--- src/rtl/ssd_scan_sched.sv ---
// Four-digit seven-segment scan controller with per-frame source snapshot and rotation.
// Optional leading-zero suppression when SSD_LZ_BLANK_EN is defined.
module ssd_scan_sched #(
   parameter int unsigned REFRESH_DIV   = 100000,
   parameter int unsigned BLANK_CYC     = 16,
   parameter int unsigned ROTATE_FRAMES = 200
) (
   input  logic        clk,
   input  logic        rst,
   input  logic [15:0] src0,
   input  logic [15:0] src1,
   input  logic [15:0] src2,
   input  logic [15:0] src3,
   input  logic [1:0]  sel,
   input  logic        auto_en,
   input  logic        hold,
   output logic [3:0]  an,
   output logic [6:0]  seg,
   output logic        dp,
   output logic [1:0]  cur_src
);

   localparam int unsigned CW = $clog2(REFRESH_DIV);
   localparam int unsigned FW = (ROTATE_FRAMES > 1) ? $clog2(ROTATE_FRAMES) : 1;

   typedef enum logic {BLANK, SHOW} state_t;

   state_t         state, state_nx;
   logic [CW-1:0]  cnt, cnt_nx;
   logic [1:0]     dig, dig_nx;
   logic [FW-1:0]  frm, frm_nx;
   logic [15:0]    shadow, shadow_nx;
   logic [1:0]     cur_src_nx;
   logic [3:0]     an_nx;
   logic [6:0]     seg_nx;
   logic           dp_nx;
   logic           wrap;
   logic [3:0]     nib;

   assign wrap = (cnt == CW'(REFRESH_DIV - 1));
   assign nib  = shadow[{dig, 2'b00} +: 4];

   function automatic logic [6:0] decode(input logic [3:0] v);
      case (v)
         4'h0: decode = 7'h01;
         4'h1: decode = 7'h4F;
         4'h2: decode = 7'h12;
         4'h3: decode = 7'h06;
         4'h4: decode = 7'h4C;
         4'h5: decode = 7'h24;
         4'h6: decode = 7'h20;
         4'h7: decode = 7'h0F;
         4'h8: decode = 7'h00;
         4'h9: decode = 7'h04;
         4'hA: decode = 7'h08;
         4'hB: decode = 7'h60;
         4'hC: decode = 7'h31;
         4'hD: decode = 7'h42;
         4'hE: decode = 7'h30;
         default: decode = 7'h38;
      endcase
   endfunction

`ifdef SSD_LZ_BLANK_EN
   // Digit is a leading zero when it and every higher nibble are zero.
   logic lz;
   always_comb begin
      case (dig)
         2'd1:    lz = (shadow[15:4] == 12'h000);
         2'd2:    lz = (shadow[15:8] == 8'h00);
         2'd3:    lz = (shadow[15:12] == 4'h0);
         default: lz = 1'b0;
      endcase
   end
`endif

   always_ff @(posedge clk) begin
      if (rst) begin
         state   <= BLANK;
         cnt     <= '0;
         dig     <= '0;
         frm     <= '0;
         shadow  <= '0;
         cur_src <= '0;
         an      <= 4'hF;
         seg     <= 7'h7F;
         dp      <= 1'b1;
      end else begin
         state   <= state_nx;
         cnt     <= cnt_nx;
         dig     <= dig_nx;
         frm     <= frm_nx;
         shadow  <= shadow_nx;
         cur_src <= cur_src_nx;
         an      <= an_nx;
         seg     <= seg_nx;
         dp      <= dp_nx;
      end
   end

   always_comb begin
      cnt_nx     = cnt + CW'(1);
      dig_nx     = dig;
      state_nx   = state;
      frm_nx     = frm;
      cur_src_nx = cur_src;
      shadow_nx  = shadow;
      an_nx      = 4'hF;
      seg_nx     = 7'h7F;
      dp_nx      = 1'b1;

      if (wrap) begin
         cnt_nx = '0;
         dig_nx = dig + 2'd1;
      end

      case (state)
         BLANK:   if (cnt_nx == CW'(BLANK_CYC)) state_nx = SHOW;
         SHOW:    if (wrap) state_nx = BLANK;
         default: state_nx = BLANK;
      endcase

      // Frame boundary: pick the source and snapshot it for the whole next frame.
      if (wrap && (dig == 2'd3)) begin
         if (auto_en) begin
            if (frm == FW'(ROTATE_FRAMES - 1)) begin
               frm_nx     = '0;
               cur_src_nx = cur_src + 2'd1;
            end else begin
               frm_nx = frm + FW'(1);
            end
         end else begin
            frm_nx     = '0;
            cur_src_nx = sel;
         end
         if (!hold) begin
            case (cur_src_nx)
               2'd0:    shadow_nx = src0;
               2'd1:    shadow_nx = src1;
               2'd2:    shadow_nx = src2;
               default: shadow_nx = src3;
            endcase
         end
      end

      if (state == SHOW) begin
         an_nx  = ~(4'b0001 << dig);
         seg_nx = decode(nib);
         dp_nx  = (dig != cur_src);
`ifdef SSD_LZ_BLANK_EN
         if (lz) seg_nx = 7'h7F;
`endif
      end
   end

endmodule

--- config.mk ---
export PLATFORM = sky130hd
export DESIGN_NAME = ssd_scan_sched
export DESIGN_NICKNAME = d
export VERILOG_FILES = /design/src/rtl/ssd_scan_sched.sv
export SDC_FILE = /design/constraint.sdc
export NUM_CORES = 1
export LEC_CHECK = 0
export CORE_MARGIN = 8
export CORE_UTILIZATION = 54
export DETAILED_ROUTE_END_ITERATION = 7
export PLACE_DENSITY = 0.94
export SLEW_MARGIN = 5
export SYNTH_ARGS = -nofsm -noshare
export SYNTH_HDL_FRONTEND = slang
export SYNTH_SLANG_ARGS = --single-unit
--- constraint.sdc ---
create_clock -name clk -period 3.3 [get_ports clk]
set_input_delay 0.33 -clock clk [delete_from_list [all_inputs] [get_ports clk]]
set_output_delay 0.33 -clock clk [all_outputs]
set_load 0.05 [all_outputs]
Yosys cells after proc, flatten, opt, wreduce, memory -nomap -nowiden:

Memory sizes are Yosys's and may differ from the RTL's. A register that Yosys moved wholly into a read port is not among the register bits.
Cells that the tools add are included.

* $add $sub $neg: 4
* equality and inequality tests: 7
* shift operators: 2
* muxes and demuxes: 10
* bitwise gates (word level): 3
* reduce and logical (&&, ||, !) cells: 4

Operator list (count)
* $pmux W16 S3: 1
* $add A17 B1 Y17 const B: 1
* $eq A17 B17 Y1 const B: 1
* $eq A17 B5 Y1 const B: 1
* $mux W17: 1
* $mux W8: 2
* $shiftx A16 B5 Y4: 1
* $add A8 B1 Y8 const B: 1
* $eq A8 B8 Y1 const B: 1
* $mux W2: 3
* $add A2 B1 Y2 const B: 2
* $eq A2 B2 Y1 const B: 2
* $not A4 Y4: 1
* $shl A1 B2 Y4 const A: 1
* $eq A2 B1 Y1 const B: 1
* $logic_not A2 Y1: 1
* $mux W1: 2
* $ne A2 B2 Y1: 1
* $not A1 Y1: 2
* $pmux W1 S2: 1
* $reduce_and A2 Y1: 1
* $reduce_or A2 Y1: 1
* $logic_and A1 B1 Y1: 1

* register bits after elaboration: 51
* bits in read-only memories: 112
* input bits: 70
* output and inout port bits: 14
* memories kept: 1

Memories
* (no name shown): words 16, bits a word 7, rd ports 1, clocked after Yosys merged registers in 1, wr ports 0, RTL line 44 `case (v)`

Depth between registers and ports, before layout:

Gate-level depths: netlist (run 1).

* depth in word-level cells: 6
* mapped depth: 9
* depth with buffers taken out: 7

Least setup slack after synthesis (run 1):

Ideal clock, no wire load.

* path kind: register to register
* start point: reg frm[0]
* end point: reg shadow[15]
* setup time: 0.128 ns
* data arrival time: 2.157 ns
* slack: 1.016 ns
* stages on the path, launching flop included: 9
* cell sequence: dfxtp_1 > ha_1 > nand4_1 > or3_4 > a31oi_4 > buf_12 > mux2_4 > o2111ai_1 > a21oi_1

* longest elaborated chain between the ends: 6
* elaborated cells between the ends (all ways): 8
* those cells by class: eq/ne (3); mux (4); reduce/logical (1)

Ends and longest elaborated chain
* from (decl): RTL line 31 `logic [FW-1:0] frm, frm_nx;`
* from (signal assigned): RTL line 92 `frm <= frm_nx;`
* $eq A8 B8 Y1 (*): RTL line 126 `if (frm == FW'(ROTATE_FRAMES - 1)) begin`
* $mux W2 (*): RTL line 126
* $mux W2 (*): RTL line 125 `if (auto_en) begin`
* $mux W2 (*): RTL line 124 `if (wrap && (dig == 2'd3)) begin`
* $eq A2 B2 Y1 (tied with other cells): RTL line 137 `case (cur_src_nx)`
* $pmux W16 S3 (*): RTL line 137
* to (signal assigned): RTL line 93 `shadow <= shadow_nx;`
* to (decl): RTL line 32 `logic [15:0] shadow, shadow_nx;`

Every way passes the cells marked *; elsewhere a longest branch is shown, timed or not. The select of a mux whose other input is x is not followed.
A chain may end at the register's enable or synchronous reset.

Worst setup path in the final report (run 1):

* start point: reg frm[0]
* end point: reg shadow[8]

The elaborated chain is that of the path after synthesis.

==> results.toml, run 1 <==
[status]
outcome = "completed"

[timing]
drv_slew = 0
fmax_mhz = 372
tns_ns = 0
final_setup_margin_ns = 0.610
worst_pin_slew_ns = 0.934
layout_min_cycle_time_ns = 2.69
rsz0062_at_grt = "false"
number_of_hold_slack_violations_in_the_final_timing_report = 0
fin_skew_ns = 0.00832
setup_viol = 0
portion_of_the_clock_cycle_consumed_by_the_worst_path_in_the_final_layout_pct = 81.5
worst_slew_margin_relative_to_its_limit_pct = 37.7

[run]
max_cap_violations = 0

[pwr]
power_density_nw_per_um2 = 328
leakagePower_nw = 1.65
power_consumption_w = 0.00146
switching_power_w = 0.000362
sw_frac_of_total_pct = 24.7
max-vdd-ir-drop_mv = 0.270
clkPwrFrac_pct = 40.3
p_seq_share_pct = 48.3
portion_of_total_power_attributed_to_combinational_logic_pct = 11.5
internal_power_w = 0.00110

[grt]
grt_start_max_net_pins = 19
grt_first_pass_wirelength_um = 16200
grt.overflow.total = 0
grt_pass1_vias = 3304
gr-usage-met1_pct = 22.8
grt_util_met2_pct = 36.5
met3_usage_pct = 4.27
global_route.peak_usage_layer = "met2"
total_routing_resource_utilization_after_global_routing_pct = 20.7
grt_antenna_before_repair = 0

[cells_and_area]
mostFrequentLayoutCells = "83 x sky130_fd_sc_hd__clkdlybuf4s50_1, 58 x sky130_fd_sc_hd__dfxtp_1, 38 x sky130_fd_sc_hd__nor2_1"
layout_commonest_cell = "sky130_fd_sc_hd__clkdlybuf4s50_1"
area.growth.synth_to_final_pct = 26.9
num_antenna_cells = 0
fin_nets = 542
layout_cells_sized_above_1_pct = 10.3
postLayoutCellArea_sq_um = 4460

[floorplan]
row_count = 29
die-area_sq_um = 9350
ios = 84
die_height_um = 96.7
core_sq_um = 6310
initial_core_util_pct = 55.7
dieWidth_um = 96.7

[routing]
total_drc_errors_in_the_routed_layout = 0
via_count = 3228
drtPass1Iterations = 5
vias_per_cell = 5.96
drtAntennaViolNets = 0
first_iter_violations = 179
route.final.wire_length_um = 9890
route.detailed.wl_per_inst_um = 18.3

[place]
placed_area_sq_um = 4290
gp_routability_congestion = 0.921
buffer_ports.inserted = 83
dp_hpwl_um = 7540
detailedPlace.worstSlack_ns = 0.625

[hold_path]
min_path_cells = 2
min_delay_worst_endpoint = "shadow[11]"
hold_path.startpoint = "shadow[11]"
min_path_type = "flip-flop to flip-flop"

[clocking]
clock_tree.root_cell = "sky130_fd_sc_hd__clkbuf_8"
postCtsHoldBufs = 0
cts_tree = "yes"
total_clock_sinks = 58
worst_skew_pair.late_latency_ns = 0.35
htreeDepth = 3
cts_resized = 0
post-cts-setup-buffers = 0
clk_path_buf_depth = 2
worst_setup_hold_path_clk_slew_ns = 0.07
cts_inserted_buffers = 9

[synthesis]
adder_cell_fraction_of_synth_area_pct = 4.27
yosys.area.top_type = "sky130_fd_sc_hd__dfxtp_1"
synth_top_area_share_pct = 33.0
syn-instance-count = 388
synth_xor_area_share_pct = 7.23
simple_gate_share_of_the_synthesized_area_pct = 20.2
synth_unique_cells = 57
ys_top_cells_by_area = "sky130_fd_sc_hd__dfxtp_1 33%, sky130_fd_sc_hd__o21bai_1 4.7%, sky130_fd_sc_hd__ha_1 4.3%"
yosysWarningCount = 0
postSynthRegisterBits = 58
ys_seq_area_share_pct = 33.0
synth_enable_flop_cells = 0
postSynth.topFlopCell = "sky130_fd_sc_hd__dfxtp_1"
synth_top_family_by_area = "simple AND/OR/NAND/NOR gates"
synth.avg_cell_area_sq_um = 9.06
postSynthNetCount = 470
synth_compound_gate_area_share_pct = 16.7
async_flop_share_pct = 0
synth_area_sq_um = 3510
synth_mux_area_share_pct = 11.3

[critical_path]
regToRegEndpoint = "shadow[8]"
worst-setup-path-type = "flip-flop to flip-flop"
worst_setup_path_start_kind = "flip-flop"
regToRegSetupSlack_ns = 0.61
timing.critical_path.to_type = "flip-flop"
reg2reg_from = "frm[0]"
data_required_time_of_the_critical_path_ns = 3.52
worst_r2r_path_depth = 7
timing.critical_path.fanout_max = 12
data_arrival_time_of_the_worst_path_ns = 2.91
-- power by group through the flow --
stage,Clock [W],Combinational (W),Sequential [W]
after floorplan,0,0.0000784,0.000722
after global placement,0,0.000163,0.000722
after detailed placement,0,0.000168,0.000723
after CTS,0.000592,0.000168,0.000707
after global routing,0.000631,0.000178,0.000707
final,0.000590,0.000168,0.000707
-- layout make-up --
type,instances,area [sq um]
Fill cell,457,1850
Tap cell,77,96.3
Inverter,13,48.8
Multi-Input combinational cell,288,2100
Clock buffer,11,141
Timing Repair Buffer,90,883
Clock inverter,5,30.0
Sequential cell,58,1160
-- registers in the layout (all words and copies together) (netlist names) --
name and flops:
cnt 17, shadow 16, frm 8, seg 7
an 4, cur_src 2, dig 2, dp 1
state 1
-- synth_stat cells (all sizes together) (12+ instances only) --
cell type and n:
nor2 38, o21bai 22, mux2 14, ha 12
inv 13, nand2 30, xnor2 14, mux2i 12
dfxtp 58, a21oi 19, nand3 13, xor2 15
clkbuf 15
-- worst max path at each step --
stage,startpoint,end,slack [ns],cells after the start
6_report,frm[0],shadow[8],0.61,7
5_1_grt,frm[0],shadow[15],0.39,7
4_1_cts,frm[0],shadow[8],0.60,7
3_5_place_dp,frm[0],shadow[14],0.62,7
3_3_place_gp,frm[0],shadow[14],0.77,7
2_1_floorplan,frm[0],shadow[15],1.02,8
-- critical path, cell delays in order, from the launching register on --
cell,delay [ns]
sky130_fd_sc_hd__dfxtp_1,0.39
sky130_fd_sc_hd__ha_1,0.26
sky130_fd_sc_hd__nand4_1,0.24
sky130_fd_sc_hd__or3_4,0.45
sky130_fd_sc_hd__a31oi_4,0.51
sky130_fd_sc_hd__buf_4,0.34
sky130_fd_sc_hd__mux2i_1,0.22
sky130_fd_sc_hd__o221ai_1,0.14
-- cells by family after synthesis --
kind of cell | after synthesis
buf+inv | 42
flops | 58
mux | 30
compound gates | 83
simple gates | 134
xor+xnor | 29
fa+ha+maj | 12
-- per-layer routing --
metal | vias up | wire [um]
met5 | - | 0
li1 | 1522 | -
met1 | 1554 | 3890
met4 | 0 | 332
met2 | 124 | 5140
met3 | 28 | 529
-- per-stage QoR --
stage	utilization (%)	instances	hold WS [ns]
2_1_floorplan	-	388	0.426
3_3_place_gp	68.0	526	0.436
3_5_place_dp	68.0	526	0.445
4_1_cts	70.7	542	0.459
5_1_grt	70.7	542	0.483
6_report	70.7	542	0.458
Note: power is estimated with default switching activity, not from simulation.
==> run 2, diff against run 1 <==
--- a/config.mk
+++ b/config.mk
@@ -6,9 +6,9 @@
 export NUM_CORES = 1
 export LEC_CHECK = 0
 export CORE_MARGIN = 8
-export CORE_UTILIZATION = 54
+export CORE_UTILIZATION = 45
 export DETAILED_ROUTE_END_ITERATION = 7
-export PLACE_DENSITY = 0.94
+export PLACE_DENSITY = 0.84
 export SLEW_MARGIN = 5
 export SYNTH_ARGS = -nofsm -noshare
 export SYNTH_HDL_FRONTEND = slang
==> constraint.sdc (replaced) <==
create_clock -name clk -period 2.3 [get_ports clk]
set_input_delay 0.23 -clock clk [delete_from_list [all_inputs] [get_ports clk]]
set_output_delay 0.23 -clock clk [all_outputs]
set_load 0.05 [all_outputs]
==> run 2 against run 1 <==
The flow now finishes with violations (setup timing); wire length increased by 2.0%; first-iteration DRC count increased by 26%; combinational power increased by 66%; cell count increased by 7.4%; register-to-register slack got worse by 0.64 ns; critical path depth unchanged; sequential share of layout area decreased by 1.7 points; critical path type unchanged; critical endpoint is now shadow[9].
==> results.toml, run 2 (same netlist as run 1, synthesis figures left out) <==
[status]
outcome = "finished, violations left"
violations = "setup timing"

[routing]
first_iter_violations = 225
drtAntennaViolNets = 0
total_drc_errors_in_the_routed_layout = 0
route.detailed.wl_per_inst_um = 17.3
drtPass1Iterations = 4
vias_per_cell = 5.59
route.final.wire_length_um = 10100
via_count = 3251

[floorplan]
row_count = 32
ios = 84
initial_core_util_pct = 46.0
die-area_sq_um = 10900
dieWidth_um = 104
die_height_um = 104
core_sq_um = 7650

[timing]
portion_of_the_clock_cycle_consumed_by_the_worst_path_in_the_final_layout_pct = 101
worst_pin_slew_ns = 0.576
final_setup_margin_ns = -0.0290
timing.hold.ws_ns = 0.469
layout_min_cycle_time_ns = 2.33
number_of_hold_slack_violations_in_the_final_timing_report = 0
rsz0062_at_grt = "true"
fin_skew_ns = 0.0132
fmax_mhz = 429
drv_slew = 0
worst_slew_margin_relative_to_its_limit_pct = 61.5
setup_viol = 9

[cells_and_area]
area.growth.synth_to_final_pct = 35.9
layout_cells_sized_above_1_pct = 17.5
layout_commonest_cell = "sky130_fd_sc_hd__clkdlybuf4s50_1"
mostFrequentLayoutCells = "83 x sky130_fd_sc_hd__clkdlybuf4s50_1, 57 x sky130_fd_sc_hd__dfxtp_1, 38 x sky130_fd_sc_hd__nor2_1"
max_ffs_per_register = 17
post_layout_nonfiller_instances = 582
largest_reg_by_ff_count = "cnt"
num_antenna_cells = 0
largest_registers_in_the_final_layout = "cnt x17, shadow x16, frm x8"
fin_nets = 558

[grt]
grt_first_pass_wirelength_um = 15600
grt_antenna_before_repair = 0
gr-usage-met1_pct = 18.9
grt_start_max_net_pins = 15
grt_util_met2_pct = 32.0
met3_usage_pct = 3.28
grt_pass1_vias = 3283
grt.overflow.total = 0
global_route.peak_usage_layer = "met2"
total_routing_resource_utilization_after_global_routing_pct = 17.6

[critical_path]
worst_setup_path_start_kind = "flip-flop"
data_required_time_of_the_critical_path_ns = 2.53
data_arrival_time_of_the_worst_path_ns = 2.55
regToRegSetupSlack_ns = -0.03
timing.critical_path.fanout_max = 5
timing.critical_path.to_type = "flip-flop"
worst-setup-path-type = "flip-flop to flip-flop"

[clocking]
worst_setup_hold_path_clk_slew_ns = 0.07
cts_tree = "yes"
htreeDepth = 3
clk_path_buf_depth = 2
cts_inserted_buffers = 9
worst_skew_pair.late_latency_ns = 0.34
postCtsHoldBufs = 0
clock_tree.root_cell = "sky130_fd_sc_hd__clkbuf_8"
total_clock_sinks = 58

[pwr]
max-vdd-ir-drop_mv = 0.234
power_density_nw_per_um2 = 445
leakagePower_nw = 1.77

[hold_path]
min_path_type = "flip-flop to flip-flop"

[place]
placed_cells_incl_taps = 564
buffer_ports.inserted = 83
dp_hpwl_um = 7410
gp_routability_congestion = 0.925

[run]
max_cap_violations = 0
-- run 2: changes by cell type in the layout (fill, tap and decap cells not counted), moves of 4 or more --
cell	delta
sky130_fd_sc_hd__a21oi_1	-4
sky130_fd_sc_hd__buf_4	+13
sky130_fd_sc_hd__o2111ai_2	+9
sky130_fd_sc_hd__o2111ai_1	-10
sky130_fd_sc_hd__a21oi_2	+4
-- run 2: final cells by class --
cell class                      count  area [sq um]
Clock buffer                       12           155
Clock inverter                      3          15.0
Fill cell                         610          2870
Inverter                           13          48.8
Multi-Input combinational cell    288          2210
Sequential cell                    58          1160
Tap cell                          102           128
Timing Repair Buffer              106          1060
-- run 2: path summary, 6_finish.rpt --
| kind | start | end | depth (start not counted) |
|---|---|---|---|
| max | frm[4] | shadow[9] | 7 |
| min | cnt[0] | cnt[0] | 1 |
| max reg2reg | frm[4] | shadow[9] | 7 |
| min reg2reg | cnt[0] | cnt[0] | 1 |
-- run 2: what timing repair did --
| item | in CTS | in global routing |
|---|---|---|
| resized for setup | 1 | 23 |
| pin swaps | 1 | 10 |
| cloned | 1 | 1 |
| endpoints found under the setup margin | 2 | 11 |
| buffers inserted | 0 | 1 |
-- run 2: per-stage QoR --
stage,setup slack (ns),area [sq um],total power [W],TNS [ns],utilization [%]
finish,-0.0290,4780,0.00213,-0.125,62.5
global route,-0.0765,4780,0.00221,-0.581,62.5
CTS,0.0177,4630,0.00212,0,60.6
detailed placement,0.0363,4430,0.00128,0,58.0
global placement,0.113,4430,0.00128,0,58.0
floorplan,0.0156,3510,0.00115,0,-
-- run 2: worst max-delay path: stages (launching register included) --
cell and delay, ns:
sky130_fd_sc_hd__dfxtp_2 0.34, sky130_fd_sc_hd__or3_4 0.39, sky130_fd_sc_hd__or3_4 0.36, sky130_fd_sc_hd__a31oi_4 0.33, sky130_fd_sc_hd__clkbuf_16 0.22, sky130_fd_sc_hd__mux2_4 0.30
sky130_fd_sc_hd__o2111ai_2 0.17, sky130_fd_sc_hd__a21oi_1 0.10
-- run 2: routing by layer --
metal / vias to the layer above / wire length, um
li1: 1557 / -
met1: 1577 / 4100
met2: 95 / 5270
met3: 22 / 463
met4: 0 / 252
met5: - / 0
-- run 2: report_power, final --
part | switching (W) | internal [W] | total [W]
combinational | 0.0000968 | 0.000182 | 0.000279
clock | 0.000396 | 0.000438 | 0.000834
sequential | 0.00000476 | 0.00101 | 0.00101
